[src/rtl/dado_pkg.sv]
// Shared types, constants and the face-advance rule for the dice blocks.
package dado_pkg;

  typedef enum logic [1:0] {
    IDLE,
    ROLL,
    SLOW,
    HOLD
  } estado_t;

  localparam logic [2:0] CARA_BLANK = 3'd0;
  localparam logic [2:0] CARA_MIN   = 3'd1;
  localparam logic [2:0] CARA_MAX   = 3'd6;

  // 1->2->...->6->1; blank (0) and the unused code 7 both recover to 1.
  function automatic logic [2:0] siguiente_cara(logic [2:0] c);
    if (c >= CARA_MIN && c < CARA_MAX) begin
      return c + 3'd1;
    end
    return CARA_MIN;
  endfunction

endpackage

[src/rtl/control_dado_if.sv]
// Button/face bundle between the dice controller and its user/decoder.
interface control_dado_if;
  import dado_pkg::*;

  logic       boton;
  logic [2:0] cara;
  logic       rodando;
  logic       valido;
  logic       listo;

  modport master (
    output boton,
    input  cara,
    input  rodando,
    input  valido,
    input  listo
  );

  modport slave (
    input  boton,
    output cara,
    output rodando,
    output valido,
    output listo
  );

endinterface

[src/rtl/contador_cara.sv]
// Mod-6 face register: blank out of reset, steps 1..6 on each advance.
module contador_cara
  import dado_pkg::*;
(
  input  logic       clk,
  input  logic       rst,
  input  logic       i_avanza,
  output logic [2:0] o_cara
);

  logic [2:0] r_cara;

  // Face register with synchronous reset to blank.
  always_ff @(posedge clk) begin
    if (rst) begin
      r_cara <= CARA_BLANK;
    end else if (i_avanza) begin
      r_cara <= siguiente_cara(r_cara);
    end
  end

  assign o_cara = r_cara;

endmodule

[src/rtl/control_dado.sv]
// Roll sequencer: fast cycling while held, decelerating steps after release, then hold.
module control_dado
  import dado_pkg::*;
#(
  parameter int unsigned FAST_DIV   = 4,
  parameter int unsigned SLOW_STEPS = 3
) (
  input logic           clk,
  input logic           rst,
  control_dado_if.slave bus_if
);

  localparam int unsigned TIMER_W = $clog2(FAST_DIV * (SLOW_STEPS + 1));
  localparam int unsigned K_W     = $clog2(SLOW_STEPS + 1);

  estado_t              r_state, w_state_d;
  logic [TIMER_W-1:0]   r_timer, w_timer_d;
  logic [K_W-1:0]       r_k, w_k_d;
  logic                 r_listo, w_listo_d;
  logic                 r_rodando, r_valido;
  logic                 w_avanza;
  logic [2:0]           w_cara;
  logic                 w_fin_roll, w_fin_slow, w_ultimo_paso;

  // Interval ends compared at 32 bits so the slow limit never truncates.
  assign w_fin_roll    = (32'(r_timer) == FAST_DIV - 32'd1);
  assign w_fin_slow    = (32'(r_timer) == FAST_DIV * (32'(r_k) + 32'd2) - 32'd1);
  assign w_ultimo_paso = (32'(r_k) == SLOW_STEPS - 32'd1);

  // Next-state, timer/step counters and face-advance decode.
  always_comb begin
    w_state_d = r_state;
    w_timer_d = r_timer;
    w_k_d     = r_k;
    w_avanza  = 1'b0;
    w_listo_d = 1'b0;
    unique case (r_state)
      IDLE: begin
        if (bus_if.boton) begin
          w_state_d = ROLL;
          w_timer_d = '0;
          w_avanza  = 1'b1;
        end
      end
      ROLL: begin
        if (!bus_if.boton) begin
          w_state_d = SLOW;
          w_timer_d = '0;
          w_k_d     = '0;
        end else if (w_fin_roll) begin
          w_timer_d = '0;
          w_avanza  = 1'b1;
        end else begin
          w_timer_d = r_timer + TIMER_W'(1);
        end
      end
      SLOW: begin
        // Re-roll wins over a step advance on the same edge.
        if (bus_if.boton) begin
          w_state_d = ROLL;
          w_timer_d = '0;
          w_k_d     = '0;
        end else if (w_fin_slow) begin
          w_timer_d = '0;
          w_k_d     = r_k + K_W'(1);
          w_avanza  = 1'b1;
          if (w_ultimo_paso) begin
            w_state_d = HOLD;
            w_listo_d = 1'b1;
          end
        end else begin
          w_timer_d = r_timer + TIMER_W'(1);
        end
      end
      HOLD: begin
        // Advance on exit so the old result is never the first rolling face.
        if (bus_if.boton) begin
          w_state_d = ROLL;
          w_timer_d = '0;
          w_avanza  = 1'b1;
        end
      end
      default: w_state_d = IDLE;
    endcase
  end

  // State, counters and registered status flags.
  always_ff @(posedge clk) begin
    if (rst) begin
      r_state   <= IDLE;
      r_timer   <= '0;
      r_k       <= '0;
      r_listo   <= 1'b0;
      r_rodando <= 1'b0;
      r_valido  <= 1'b0;
    end else begin
      r_state   <= w_state_d;
      r_timer   <= w_timer_d;
      r_k       <= w_k_d;
      r_listo   <= w_listo_d;
      r_rodando <= (w_state_d == ROLL) || (w_state_d == SLOW);
      r_valido  <= (w_state_d == HOLD);
    end
  end

  contador_cara u_cara (
    .clk      (clk),
    .rst      (rst),
    .i_avanza (w_avanza),
    .o_cara   (w_cara)
  );

  assign bus_if.cara    = w_cara;
  assign bus_if.rodando = r_rodando;
  assign bus_if.valido  = r_valido;
  assign bus_if.listo   = r_listo;

endmodule

[src/flat_wrapper.sv]
// flat-port wrapper written by rule: the top's interface ports become plain ports
module control_dado_flat import dado_pkg::*;
#(
  parameter int unsigned FAST_DIV   = 4,
  parameter int unsigned SLOW_STEPS = 3
)
  (clk, rst, bus_if_boton, bus_if_cara, bus_if_rodando, bus_if_valido, bus_if_listo);
  control_dado_if bus_if_i ();
  input logic clk;
  input logic rst;
  input wire logic [$bits(bus_if_i.boton)-1:0] bus_if_boton;
  output wire logic [$bits(bus_if_i.cara)-1:0] bus_if_cara;
  output wire logic [$bits(bus_if_i.rodando)-1:0] bus_if_rodando;
  output wire logic [$bits(bus_if_i.valido)-1:0] bus_if_valido;
  output wire logic [$bits(bus_if_i.listo)-1:0] bus_if_listo;
  assign bus_if_i.boton = bus_if_boton;
  assign bus_if_cara = bus_if_i.cara;
  assign bus_if_rodando = bus_if_i.rodando;
  assign bus_if_valido = bus_if_i.valido;
  assign bus_if_listo = bus_if_i.listo;
  control_dado #(.FAST_DIV(FAST_DIV), .SLOW_STEPS(SLOW_STEPS)) u_core (.clk(clk), .rst(rst), .bus_if(bus_if_i));
endmodule
[config.mk]
export PLATFORM = sky130hd
export DESIGN_NAME = control_dado_flat
export DESIGN_NICKNAME = d
export VERILOG_FILES = /design/src/rtl/dado_pkg.sv /design/src/rtl/control_dado_if.sv /design/src/rtl/contador_cara.sv /design/src/rtl/control_dado.sv /design/src/flat_wrapper.sv
export SDC_FILE = /design/constraint.sdc
export NUM_CORES = 1
export LEC_CHECK = 0
export ABC_AREA = 1
export ABC_CLOCK_PERIOD_IN_PS = 2200
export CORE_MARGIN = 8
export CORE_UTILIZATION = 52
export DETAILED_ROUTE_END_ITERATION = 8
export GPL_TIMING_DRIVEN = 0
export PLACE_DENSITY_LB_ADDON = 0.2
export SYNTH_ARGS = -nofsm -noshare
export SYNTH_HDL_FRONTEND = slang
export SYNTH_SLANG_ARGS = --single-unit
[constraint.sdc]
create_clock -name clk -period 2.2 [get_ports clk]
set_clock_uncertainty 0.05 [all_clocks]
set_input_delay 0.33 -clock clk [delete_from_list [all_inputs] [get_ports clk]]
set_output_delay 0.33 -clock clk [all_outputs]
set_load 0.02 [all_outputs]
---- Word level (Yosys, flattened, before mapping) ----
Cells that the tools add are included.
operators by class
  add/sub/neg operators ................... 5
  multiply operators ...................... 0
  div/mod/pow operators ................... 0
  $lt $le $gt $ge ......................... 2
  equal/unequal tests ..................... 12
  shifts and indexed selects .............. 0
  multiplexer cells ....................... 28
  bitwise logic cells ..................... 2
  reductions and logical operators ........ 7
operators by type and width
  cell                   count
  $eq 4x32->1            1
  $sub 32x1->32 const B  1
  $mux 4                 5
  $mux 2                 8
  $pmux 4 s3             1
  $eq 2x2->1 const B     5
  $mux 1                 9
  $mux 3                 2
  $pmux 2 s3             1
  $add 4x1->4 const B    1
  $eq 2x1->1 const B     2
  $eq 4x2->1 const B     1
  $pmux 2 s2             1
  $reduce_or 4->1        1
  $add 2x2->3 const B    1
  $add 3x1->3 const B    1
  $ge 3x1->1 const B     1
  $lt 3x3->1 const B     1
  $ne 3x2->1 const B     1
  $pmux 1 s3             1
  $reduce_and 3->1       1
  $add 2x1->2 const B    1
  $logic_not 2->1        1
  $ne 2x1->1 const B     1
  6 further kinds        7
word-level totals
  register bits after elaboration ......... 14
  bits in latches ......................... 0
  memory bits (writable) .................. 0
  ROM bits ................................ 0
  bits of input ports ..................... 3
  output and inout bits ................... 6
  logic and storage cells ................. 63
  memories kept ........................... 0

---- Logic depth before layout (Yosys ltp) ----
Gate-level depths: netlist of run 1.
  depth in word-level cells ............... 9
  mapped depth ............................ 12
  depth with buffers taken out ............ 12

---- By module ----
From an unflattened synthesis of run 1, not the netlist that was laid out.
unflattened totals
  cells, all modules ...................... 130
  area, all modules ....................... 873.3 um^2
by module, submodules not included
  module         times used  cells each  area each (um^2)  sequential area each (um^2)
  control_dado   1           104         698.2             220.2
  contador_cara  1           26          175.2             60.1

---- Worst setup path before layout of run 1 ----
No wires, ideal clock.
  path kind ............................... register -> register
  start ................................... reg u_core.r_k[0]
  end ..................................... reg u_core.r_rodando, in the netlist u_core.bus_if.rodando
  setup time .............................. 0.130 ns
  arrival ................................. 1.647 ns
  required time ........................... 2.020 ns
  slack ................................... 0.373 ns
  cell stages (with the launch flop) ...... 11
  buffers on the path ..................... 0
  clock period less this slack ............ 1.827 ns
  cell sequence ........................... dfxtp_1 inv_1 ha_1 a21oi_2 nand3_4 o21ai_1 nand2_1 nand2_1 ha_1 inv_1 nor2_1
on the way
  cells in the longest elaborated chain, start to end .. 8
  elaborated cells between the ends (all ways) .. 11
  classes of those cells .................. add/sub (2); eq/ne (4); mux (4); reduce/logical (1)
RTL lines
  element                                          line                 RTL
  from (decl)                                      control_dado.sv:18   logic [K_W-1:0] r_k, w_k_d;
  from (signal assigned)                           control_dado.sv:99   r_k <= w_k_d;
  $add 2x2->3                                      control_dado.sv:27   assign w_fin_slow = (32'(r_timer) == FAST_DIV * (32'(r_k) + 32'd2) - 32'd1);
  $sub 32x1->32                                    control_dado.sv:27
  $eq 4x32->1                                      control_dado.sv:27
  $mux 2 *                                         control_dado.sv:63   end else if (w_fin_slow) begin
  $mux 2 *                                         control_dado.sv:59   if (bus_if.boton) begin
  $pmux 2 s3 *                                     control_dado.sv:37   unique case (r_state)
  $eq 2x1->1 / $eq 2x2->1 (equally long branches)  control_dado.sv:101  r_rodando <= (w_state_d == ROLL) || (w_state_d == SLOW);
  $logic_or 1x1->1 *                               control_dado.sv:101
  to (signal assigned)                             control_dado.sv:101
  to (decl)                                        control_dado.sv:20   logic r_rodando, r_valido;
Mark *: on every way between the ends. The rest lies on a longest branch, timed or not.
A chain may end at the register's enable or synchronous reset.

---- Worst setup path in the final report of run 1 ----
Ends and elaborated chain as after synthesis.

==> qor.txt, run 1 <==
Syn avg cell area - 7.389 sq um
Total Nets Final - 150
Largest net degree at the start of global routing - 11
Clock Path Buffers - 2
Post-synthesis mux area share - 0%
Grt total ovfl - 0
H-tree depth - 1
Antenna diode count - 0
Cell taking the most area after synthesis - dfxtp_1
Final period utilization - 91.26%
Synth unique cells - 28
Seq/Total Area, Yosys - 29.87%
PD cells - 825.9 nW/um^2
Arrival time worst endpoint - 2.12 ns
Slew HR - 67.67%
XOR/XNOR Fraction of Synth Area - 2.800%
Clk pwr share - 21.1%
Status - completed
Startpoint type of the worst setup path - register
Slew Limit Fails - 0
Crit Path Class - reg -> reg
Worst-Margin Slew - 0.4850 ns
CTS buffer count - 3
Period minus WS final - 2.008 ns
Iter 0 DRT Violations - 15
DPL Wire Length - 1365 um
Async set-reset flop share out of synthesis - 0%
Top_reg_cell synth - dfxtp_1
Cell Int Power - 541.8 uW
Die area - 3420 sq um
Post-DP Area - 1030 sq um
Most frequent cell after synthesis - nand2_1
Yosys top cell area share - 29.87%
Post-synthesis cell area - 938.4 sq um
Clk Latency, worst-skew pair - 0.28 ns
Routability Congestion - 0.7508
Final setup viols - 0
Total Wirelength - 1711 um
Reg power frac - 37.1%
Fmax - 498.1 MHz
# DRC - 0
Number of synthesis warnings - 0
Vias in the first global route - 728
Required time of the worst setup path - 2.31 ns
RSZ-0062 raised after global routing - false
Initial core utilization - 54.95%
CTS tree - built
CTS resizes - 0
Hold_buf cts - 0
Synth Area in Adders - 12.00%
Pleak - 0.4663 nW
Logic pwr share - 41.8%
Root Driver - clkbuf_4
Synthesized instance count - 127
Area contributors post-synth - dfxtp_1 (30%), ha_1 (12%), nand2_1 (10%)
Switch Pwr - 338.7 uW
Total Power - 880.4 uW
Share of post-route cells with drive strength above 1 - 16.06%
First-pass iteration count of the detailed router - 4
Post-synth top cells - nand2_1 (25), inv_1 (17), dfxtp_1 (14), nor2_1 (13), a21oi_1 (11)
Simple-gate share of the synthesized area - 32.27%
Combinational family with the most area after synthesis - simple AND/OR/NAND/NOR gates
Reg clk slew, reported paths - 0.09 ns
Compound-gate portion of the synthesized area - 12.40%
Design Area, Final - 1066 sq um
# rows - 15
Peak supply drop - 523.9 uV
Post-synth EDFFs - 0
Synth Net Count - 139
Die Wd - 58.48 um
Crit. End Element - register
Switching share of power - 38.47%
Max_cap viols - 0
IO Port Bufs - 6
DR vias/cell - 4.883
Vias - 791
Setup TNS - 0 ns
Chip Height - 58.48 um
Detail Route Antenna Nets - 0
Yosys reg bits - 14
First-pass GRT wire length - 3132 um
Io pins - 9
Overall Global Routing Usage - 11.51%
Core Box Area - 1708 sq um
Fin. Hold Viols - 0
Initial antenna violation count - 0
Min-Delay Path Class - in -> reg
DR WL/cell - 10.56 um
Critical path fanouts, max - 4
Setup bufs post-CTS - 0
Area growth syn-to-layout - 13.60%
Clk sinks - 14
flip-flops by register name (all words and copies together) (netlist names):
| signal | flops |
|---|---|
| u_core.u_cara.o_cara | 3 |
| u_core.bus_if.rodando | 1 |
| u_core.r_timer | 4 |
| u_core.bus_if.listo | 1 |
| u_core.r_state | 2 |
| u_core.bus_if.valido | 1 |
| u_core.r_k | 2 |
layout by cell type (no fill, tap or decap), drive strengths merged:
| master | instances |
|---|---|
| a21oi | 13 |
| a22oi | 1 |
| buf | 1 |
| clkbuf | 5 |
| clkdlybuf4s50 | 6 |
| clkinv | 1 |
| dfxtp | 14 |
| ha | 9 |
| inv | 18 |
| nand2 | 32 |
| nand3 | 6 |
| nand3b | 2 |
| nor2 | 15 |
| nor3 | 4 |
| o21ai | 5 |
| o31ai | 1 |
| or2 | 1 |
| xnor2 | 1 |
| xor2 | 2 |
worst max-delay path, stage by stage, from the launching register on:
cell and delay, ns:
dfxtp_1 0.40, inv_1 0.12, ha_1 0.36, a21oi_2 0.23
nand3_4 0.12, o21ai_1 0.14, nand2_1 0.10, nand2_1 0.07
ha_1 0.21, inv_1 0.05, nor2_1 0.03
layout make-up:
type                    count  area [sq um]
plain buffers               2         23.77
clock buffers               4         36.28
fillers                   181         641.9
inverters                  19         76.32
multi-input cells          92         558.0
flip-flops and latches     14         280.3
well taps                  25         31.28
repair buffers              6         60.06
layer usage:
metal  track usage, %  part of all wire [%]
met1            14.57                    50
met2            17.17                    44
met3            3.696                   4.7
met4            5.245                   1.6
met5                0                     0
path summary, 6_finish.rpt:
check                                     endpoint  slack [ns]  cells past startpoint                      startpoint
setup / recovery  u_core.bus_if.rodando$_SDFF_PP0_        0.19                     10      u_core.r_k[0]$_SDFFE_PP0P_
hold / removal        u_core.r_state[1]$_SDFF_PP0_        0.32                      4                    bus_if_boton
setup reg to reg  u_core.bus_if.rodando$_SDFF_PP0_        0.19                     10      u_core.r_k[0]$_SDFFE_PP0P_
hold reg to reg     u_core.r_timer[1]$_SDFFE_PP0P_        0.45                      2  u_core.r_timer[1]$_SDFFE_PP0P_
power by group through the flow:
stage               clock, mW  combinational [mW]  sequential (mW)
floorplan                   0               0.263            0.350
global placement            0               0.361            0.332
detailed placement          0               0.369            0.333
CTS                     0.189               0.372            0.327
global route            0.205               0.422            0.333
finish                  0.185               0.368            0.327
logic make-up after synthesis:
logic type,Yosys count
adders and majority gates,9
DFF,14
AOI/OAI and AO/OA,20
xor gates and xnor gates,3
buffers and inverters,21
and+or+nand+nor,60
through the flow:
stage	hold WS [ns]	util (%)	worst slack, ns	instances
2_1_floorplan	0.4106	-	0.3732	127
3_3_place_gp	0.4211	60.29	0.2407	158
3_5_place_dp	0.4377	60.29	0.1958	158
4_1_cts	0.3187	62.42	0.1887	162
5_1_grt	0.3362	62.42	0.03781	162
6_report	0.3226	62.42	0.1922	162
No activity file was read; power rests on OpenSTA's default activity.
==> inputs of run 2 (changes only) <==
Settings changed: CTS_CLUSTER_DIAMETER set to 30.
==> results of run 2 <==
No change in the layout: final DEF, timing and power equal those of run 1.
==> inputs of run 3 (changes only) <==
Settings changed: MAX_ROUTING_LAYER set to met4.
==> run 3 against run 2 <==
Compared with the run above: clock power about the same; cell area stayed put; utilization stayed put; sequential share of layout area did not move; cell count unchanged; via count is the same; global-route usage rose by 0.30 points; die area unchanged; worst hold slack about the same; highest routed layer unchanged.
==> qor.txt, run 3 (synthesized netlist as in run 1, its figures left out) <==
Status - completed
Final setup viols - 0
End of the worst register-to-register path - u_core.bus_if.rodando$_SDFF_PP0_
Commonest non-fill, non-tap cells in the layout - nand2_1 (25), inv_1 (17), dfxtp_1 (14), nor2_1 (13), a21oi_1 (11)
Period minus WS final - 2.008 ns
Max_cap viols - 0
CTS buffer count - 3
Peak supply drop - 523.9 uV
Total Power - 880.5 uW
Worst r2r src - u_core.r_k[0]$_SDFFE_PP0P_
Largest register FFs - 4
Critical path launch point - u_core.r_k[0]$_SDFFE_PP0P_
Slew Limit Fails - 0
Biggest register - u_core.r_timer
Multi-input logic area - 558.0 sq um
First-pass GRT wire length - 3139 um
Fillers - 181
Clk sinks - 14
RSZ-0062 raised after global routing - false
Total Wirelength - 1711 um
Root Driver - clkbuf_4
H-tree depth - 1
Pleak - 0.4663 nW
Post-Route Utilization - 62.42%
Required time of the worst setup path - 2.31 ns
CTS tree - built
Total Nets Final - 150
Io pins - 9
First-pass iteration count of the detailed router - 4
Vias - 791
Chip Height - 58.48 um
Min-Delay Path Class - in -> reg
Slew HR - 67.67%
Clk Latency, worst-skew pair - 0.28 ns
DPL Wire Length - 1365 um
Arrival time worst endpoint - 2.12 ns
Setup bufs post-CTS - 0
R2R Setup Slk - 0.19 ns
PnR worst setup slack - 0.1921 ns
Area growth syn-to-layout - 13.60%
Vias in the first global route - 728
Initial antenna violation count - 0
DR vias/cell - 4.883
Fin. Hold Viols - 0
Core Box Area - 1708 sq um
Startpoint type of the worst setup path - register
Crit. End Element - register
Die area - 3420 sq um
Post-placement setup slack - 0.1958 ns
Overall Global Routing Usage - 11.81%
FF+latch area - 280.3 sq um
Design Area, Final - 1066 sq um
Detail Route Antenna Nets - 0
Die Wd - 58.48 um
Crit Path Class - reg -> reg
Clock Path Buffers - 2
Largest net degree at the start of global routing - 11
Iter 0 DRT Violations - 15
Grt total ovfl - 0
Initial core utilization - 54.95%
Post-DP Area - 1030 sq um
DR WL/cell - 10.56 um
Final period utilization - 91.27%
Most common cell after layout, fill and taps aside - nand2_1
Reg clk slew, reported paths - 0.09 ns
CTS resizes - 0
PD cells - 826.0 nW/um^2
Routability Congestion - 0.7604
Antenna diode count - 0
Worst-Margin Slew - 0.4850 ns
Setup TNS - 0 ns
# DRC - 0
Hold_buf cts - 0
# rows - 15
Fmax - 498.0 MHz
Share of post-route cells with drive strength above 1 - 16.06%
Critical path fanouts, max - 4
IO Port Bufs - 6
Worst R2R Path Depth - 10
Worst setup endpoint - u_core.bus_if.rodando$_SDFF_PP0_
==> run 3: final cells by class <==
| type | count | area share (%) |
|---|---|---|
| repair buffers | 6 | 5.634 |
| inverters | 19 | 7.160 |
| plain buffers | 2 | 2.230 |
| multi-input cells | 92 | 52.35 |
| well taps | 25 | 2.934 |
| flip-flops and latches | 14 | 26.29 |
| clock buffers | 4 | 3.404 |
==> run 3: stage by stage <==
| step | cells | hold slack [ns] |
|---|---|---|
| global route | 162 | 0.3362 |
| global placement | 158 | 0.4211 |
| floorplan | 127 | 0.4106 |
| detailed placement | 158 | 0.4377 |
| finish | 162 | 0.3226 |
| CTS | 162 | 0.3187 |
==> run 3: worst min-delay path by stage <==
| stage | from | to | slack, ns | cells after the start |
|---|---|---|---|---|
| after floorplan | u_core.r_timer[1]$_SDFFE_PP0P_ | u_core.r_timer[1]$_SDFFE_PP0P_ | 0.41 | 2 |
| after global placement | u_core.r_timer[1]$_SDFFE_PP0P_ | u_core.r_timer[1]$_SDFFE_PP0P_ | 0.42 | 2 |
| after detailed placement | u_core.r_timer[1]$_SDFFE_PP0P_ | u_core.r_timer[1]$_SDFFE_PP0P_ | 0.44 | 2 |
| after CTS | bus_if_boton | u_core.r_state[1]$_SDFF_PP0_ | 0.32 | 4 |
| after global routing | bus_if_boton | u_core.r_state[1]$_SDFF_PP0_ | 0.34 | 4 |
| final | bus_if_boton | u_core.r_state[1]$_SDFF_PP0_ | 0.32 | 4 |
==> run 3: metal layers <==
metal  vias up  GRT usage (%)  wire length [um]
li1        429              -                 -
met1       349          14.57               851
met2         9          17.17               752
met3         4          3.696                80
met4         0          5.245                27
met5         -              -                 0
==> run 3: report_power, final <==
part | switching [mW] | total [mW] | internal, mW
clock network | 0.0847 | 0.185 | 0.101
logic | 0.219 | 0.368 | 0.149
registers | 0.0347 | 0.327 | 0.292
total | 0.339 | 0.880 | 0.542
==> run 3: critical path, cell delays in order (launching register included) <==
cell and delay [ns]:
dfxtp_1 0.40, inv_1 0.12, ha_1 0.36, a21oi_2 0.23, nand3_4 0.12, o21ai_1 0.14, nand2_1 0.10, nand2_1 0.07
ha_1 0.21, inv_1 0.05, nor2_1 0.03
